--- src/rtl/button_event_decoder.sv ---
// ============================================================================
//  Module   : button_event_decoder
//  Purpose  : Turns a debounced switch level into one-cycle gesture events:
//             short press, long press and double press. o_busy is high
//             whenever a gesture is in progress.
//  Revision : 1.0 - initial release
// ============================================================================
`default_nettype none

module button_event_decoder #(
  parameter int LONG_LIMIT = 12500000,
  parameter int GAP_LIMIT  = 6250000
) (
  input  logic i_clk,
  input  logic i_rst_n,
  input  logic i_switch,
  output logic o_short,
  output logic o_long,
  output logic o_double,
  output logic o_busy
);

  // One counter serves both the hold timer and the gap timer, so it is sized
  // for the larger of the two limits.
  localparam int MAX_LIMIT = (LONG_LIMIT > GAP_LIMIT) ? LONG_LIMIT : GAP_LIMIT;
  localparam int CNT_W     = $clog2(MAX_LIMIT);

  // Terminal counts. The counter is compared against these before it is
  // incremented, so it never needs to hold LIMIT itself and never wraps.
  localparam logic [CNT_W-1:0] LONG_LAST = CNT_W'(LONG_LIMIT - 1);
  localparam logic [CNT_W-1:0] GAP_LAST  = CNT_W'(GAP_LIMIT - 1);

  typedef enum logic [2:0] {
    IDLE      = 3'd0,
    PRESS1    = 3'd1,
    LONG_HELD = 3'd2,
    WAIT_GAP  = 3'd3,
    PRESS2    = 3'd4
  } state_t;

  state_t           state;
  state_t           state_nxt;
  logic [CNT_W-1:0] r_count;
  logic [CNT_W-1:0] count_nxt;
  logic             short_nxt;
  logic             long_nxt;
  logic             double_nxt;

  // State, counter and registered event outputs.
  always_ff @(posedge i_clk or negedge i_rst_n) begin
    if (!i_rst_n) begin
      state    <= IDLE;
      r_count  <= '0;
      o_short  <= 1'b0;
      o_long   <= 1'b0;
      o_double <= 1'b0;
      o_busy   <= 1'b0;
    end else begin
      state    <= state_nxt;
      r_count  <= count_nxt;
      o_short  <= short_nxt;
      o_long   <= long_nxt;
      o_double <= double_nxt;
      o_busy   <= (state_nxt != IDLE);
    end
  end

  // Next-state, counter and event decode. Level changes are checked before
  // the thresholds, so a release or press always beats a simultaneous timeout.
  always_comb begin
    state_nxt  = state;
    count_nxt  = r_count;
    short_nxt  = 1'b0;
    long_nxt   = 1'b0;
    double_nxt = 1'b0;

    case (state)
      IDLE: begin
        if (i_switch) begin
          state_nxt = PRESS1;
          count_nxt = '0;
        end
      end

      PRESS1: begin
        if (!i_switch) begin
          state_nxt = WAIT_GAP;
          count_nxt = '0;
        end else if (r_count == LONG_LAST) begin
          long_nxt  = 1'b1;
          state_nxt = LONG_HELD;
          count_nxt = '0;
        end else begin
          count_nxt = r_count + CNT_W'(1);
        end
      end

      LONG_HELD: begin
        if (!i_switch) begin
          state_nxt = IDLE;
          count_nxt = '0;
        end
      end

      WAIT_GAP: begin
        if (i_switch) begin
          state_nxt = PRESS2;
          count_nxt = '0;
        end else if (r_count == GAP_LAST) begin
          short_nxt = 1'b1;
          state_nxt = IDLE;
          count_nxt = '0;
        end else begin
          count_nxt = r_count + CNT_W'(1);
        end
      end

      PRESS2: begin
        if (!i_switch) begin
          double_nxt = 1'b1;
          state_nxt  = IDLE;
          count_nxt  = '0;
        end
      end

      default: begin
        state_nxt = IDLE;
        count_nxt = '0;
      end
    endcase
  end

endmodule

`default_nettype wire
--- config.mk ---
export PLATFORM = sky130hd
export DESIGN_NAME = button_event_decoder
export DESIGN_NICKNAME = d
export VERILOG_FILES = /design/src/rtl/button_event_decoder.sv
export SDC_FILE = /design/constraint.sdc
export NUM_CORES = 1
export LEC_CHECK = 0
export CORE_UTILIZATION = 50
export DETAILED_ROUTE_END_ITERATION = 8
export PLACE_DENSITY = 0.68
export SETUP_SLACK_MARGIN = 0.05
export SKIP_CTS_REPAIR_TIMING = 1
export SYNTH_ARGS = -nofsm -noshare
export SYNTH_HDL_FRONTEND = slang
export SYNTH_SLANG_ARGS = --single-unit
export TNS_END_PERCENT = 10
--- constraint.sdc ---
create_clock -name i_clk -period 6.04 [get_ports i_clk]
set_input_delay 1.208 -clock i_clk [delete_from_list [all_inputs] [get_ports i_clk]]
set_output_delay 1.208 -clock i_clk [all_outputs]
set_load 0.05 [all_outputs]
==> impl_metrics.env <==
export IMPL_run_status="finished, final reports clean"
export IMPL_totalNegativeSetupSlack_ns=0
export IMPL_grtUsageTotal=0.204
export IMPL_critical_path_reg2reg_startpoint="r_count[6]"
export IMPL_rr_worst_depth=6
export IMPL_pre_cts_ws_ns=2.35
export IMPL_final_layout_size_suffix_gt1_frac=0.133
export IMPL_final_hold_viol_count=0
export IMPL_fmax_mhz=295
export IMPL_clock_insertion_delay_worst_skew_ns=0.34
export IMPL_firstDrtPassIters=5
export IMPL_syn_cell_area_sq_um=1750
export IMPL_grt_overflow=0
export IMPL_worst_endpoint_arrival_ns=3.57
export IMPL_powerDensity_nw_per_um2=257
export IMPL_cp_num_buf_inv=1
export IMPL_whs_path_depth=2
export IMPL_chain_of_cells_forming_the_critical_path="clkdlybuf4s50_1 > o21ba_2 > a211oi_1 > nor3_1 > and4_1 > xnor2_1 > nor2_1"
export IMPL_postPlaceCellArea_sq_um=1850
export IMPL_clock_sinks=31
export IMPL_worst_flop_to_flop_path_endpoint="r_count[17]"
export IMPL_die_height_microns=61.2
export IMPL_die_width_microns=61.2
export IMPL_worst_path_dominant_cell_family="compound AO/OA/AOI/OAI gates"
export IMPL_clkSlewWorstSetupHoldPaths_ns=0.10
export IMPL_crit_end="r_count[11]"
export IMPL_slew_limit_headroom=0.337
export IMPL_antenna_found_initial=0
export IMPL_fin_ws_ns=2.65
export IMPL_finalPower_uw=487
export IMPL_setup_worst_path_end_class="flip-flop"
export IMPL_ctsLongestPathBuffers=2
export IMPL_crit_path_top_delay_cell="clkdlybuf4s50_1"
export IMPL_vias_in_the_first_global_route=1279
export IMPL_syn_inst=178
export IMPL_synth_nets=182
export IMPL_finish_cell_count_without_fillers=234
export IMPL_fin_area_sq_um=1900
export IMPL_clock_tree_root_cell="clkbuf_4"
export IMPL_detail_route_wirelength_microns=3560
export IMPL_place_detailed_instances=226
export IMPL_drt_antenna_violating_nets=0
export IMPL_final_util=0.568
export IMPL_start_util=0.525
export IMPL_n_antenna_cell=0
export IMPL_fin_worst_hold_slack_ns=0.538
export IMPL_vias=1390
export IMPL_floorplan_core_area_sq_um=3340
export IMPL_floorplan_rows=21
export IMPL_vias_per_cell=5.94
export IMPL_report_final_setup_viol=0
export IMPL_fin_nets=191
export IMPL_gp_congestion=0.868
export IMPL_timing_clock_skew_ns=0.0129
export IMPL_yosys_register_bits=31
export IMPL_pin_count=7
export IMPL_wl_per_cell_microns=15.2
export IMPL_die_area_sq_um=3750
export IMPL_critical_path_max_stage_delay_ns=0.80
export IMPL_critical_path_cell_count=7
export IMPL_detail_route_iter0_violations=84
export IMPL_final_period_utilization=0.561
export IMPL_critical_path_peak_fanout=16
export IMPL_tightestPinTransition_ns=0.992
export IMPL_syn_to_final_growth_pct=8.21
export IMPL_synth_sequential_area_ratio=0.443
export IMPL_maxSlewViolCount=0
export IMPL_leakage_nw=0.806
export IMPL_tritoncts="yes"
export IMPL_worstSetupPathType="in2reg"
export IMPL_cts_htree_levels=2
export IMPL_synth_warnings=0
export IMPL_netlist_cell_type_count=45
export IMPL_num_cts_buffers=5
export IMPL_detailedPlacementHpwl_microns=2480
export IMPL_drc_errors=0
export IMPL_final_period_minus_worst_setup_slack_ns=3.39
export IMPL_timing_reg2reg_setup_slack_ns=3.44
export IMPL_drv_max_cap_violation_count=0
export IMPL_grt_setup_unrepaired="false"
export IMPL_ir_worst_vdd_uv=118
export IMPL_worst_setup_path_start_kind="input pin"
export IMPL_critical_path_required_time_ns=6.22
export IMPL_grt_pass1_wl_microns=5550
export IMPL_critical_path_startpoint="i_switch"
export IMPL_syn_area_per_cell_sq_um=9.85
export IMPL_grt_max_degree=32
export IMPL_min_delay_path_class="reg2reg"
export IMPL_input_output_buffers=6
-- final cells by class --
class | count | area, sq um
Inverter | 3 | 11.3
Fill cell | 299 | 1440
Multi-Input combinational cell | 139 | 935
Tap cell | 46 | 57.6
Sequential cell | 31 | 776
Clock inverter | 1 | 5.00
Timing Repair Buffer | 7 | 67.6
Clock buffer | 7 | 45.0
-- cells in the final DEF (no fill, tap or decap), types with 2 or more instances in the layout --
| master | synthesis | final |
|---|---|---|
| a211oi_1 | 2 | 2 |
| nor2_2 | 10 | 10 |
| inv_1 | 3 | 3 |
| dfrtp_1 | 31 | 31 |
| nand4_1 | 6 | 6 |
| nand3_1 | 6 | 6 |
| clkbuf_1 | 3 | 2 |
| nand4bb_1 | 2 | 2 |
| nor2_1 | 17 | 17 |
| clkbuf_4 | 0 | 5 |
| clkdlybuf4s50_1 | 0 | 6 |
| xnor2_1 | 8 | 8 |
| nor3_1 | 6 | 6 |
| nor3b_1 | 4 | 4 |
| a21o_1 | 4 | 4 |
| and4_1 | 4 | 4 |
| nand2_1 | 13 | 13 |
| o21ai_1 | 3 | 3 |
| xor2_1 | 10 | 10 |
| and3_1 | 11 | 11 |
| nor4_1 | 4 | 4 |
| o21ai_0 | 5 | 5 |
| a21oi_1 | 2 | 2 |
-- worst register-to-register path: stages, from the launching register on --
cell,delay (ns)
dfrtp_1,0.44
nor4_2,0.36
nand4_1,0.22
nor2_1,0.33
o31ai_2,0.12
a211oi_4,0.87
nor2_1,0.12
-- where the power goes --
part	total (mW)	switching (mW)	internal, mW
clock	0.119	0.0741	0.0453
combinational	0.129	0.0883	0.0405
sequential	0.239	0.0189	0.220
total	0.487	0.181	0.306
-- sequential cells by signal, summed over array words and instances, names as in the netlist --
name / flops
o_double: 1
o_busy: 1
o_long: 1
o_short: 1
state: 3
r_count: 24
-- layer usage --
metal  track usage  part of all wire
met1         0.256              0.44
met2         0.331              0.48
met3        0.0609             0.056
met4        0.0812             0.016
met5             0                 0
-- synthesized netlist by cell type --
master     number  share of area
nand4_1         6          0.021
buf_8           1         0.0086
nand3_1         6          0.017
clkbuf_1        3         0.0064
o31ai_2         1         0.0071
o21ai_1         3         0.0086
nand2b_1        1         0.0036
and3_1         11          0.039
nand3_2         1         0.0057
nor4bb_1        1         0.0057
o211ai_1        1         0.0043
nor3_1          6          0.017
or4b_4          1         0.0078
inv_1           3         0.0064
and2_1          1         0.0036
a21oi_1         2         0.0057
o21ba_2         1         0.0057
dfrtp_1        31           0.44
xor2_1         10          0.050
nor2b_1         1         0.0036
nor4_1          4          0.014
a211o_1         1         0.0050
a211oi_1        2         0.0086
or2_4           1         0.0050
o21ai_0         5          0.014
nor2_1         17          0.036
o21a_1          1         0.0043
and4b_1         1         0.0057
nand2_1        13          0.028
buf_2           1         0.0029
nand4bb_1       2          0.013
xnor2_1         8          0.040
o22ai_1         1         0.0036
and4_1          4          0.020
or3_1           1         0.0036
nor2_2         10          0.036
nor4b_1         1         0.0050
ha_1            1         0.0071
o311a_1         1         0.0057
a22oi_1         1         0.0043
a211oi_4        1          0.011
nor4_2          1         0.0071
nor3b_1         4          0.017
a21o_1          4          0.017
a2bb2oi_4       1          0.015
-- worst min-delay path by stage --
stage | from | end | slack [ns]
5_1_grt | r_count[0] | r_count[0] | 0.58
3_3_place_gp | r_count[0] | r_count[0] | 0.52
3_5_place_dp | r_count[1] | r_count[1] | 0.51
2_1_floorplan | r_count[1] | r_count[1] | 0.48
4_1_cts | r_count[1] | r_count[1] | 0.53
6_report | r_count[1] | r_count[1] | 0.54
-- cell families (layout without fill, tap and decap cells) --
kind of cell	count (synthesis)	count (layout)	synth area share
and+or+nand+nor	94	94	0.316
DFF	31	31	0.443
AOI/OAI and AO/OA	26	26	0.121
xor gates and xnor gates	18	18	0.0899
buffers and inverters	8	18	0.0243
adders and majority gates	1	1	0.00714
(Power assumes the default switching activity.)
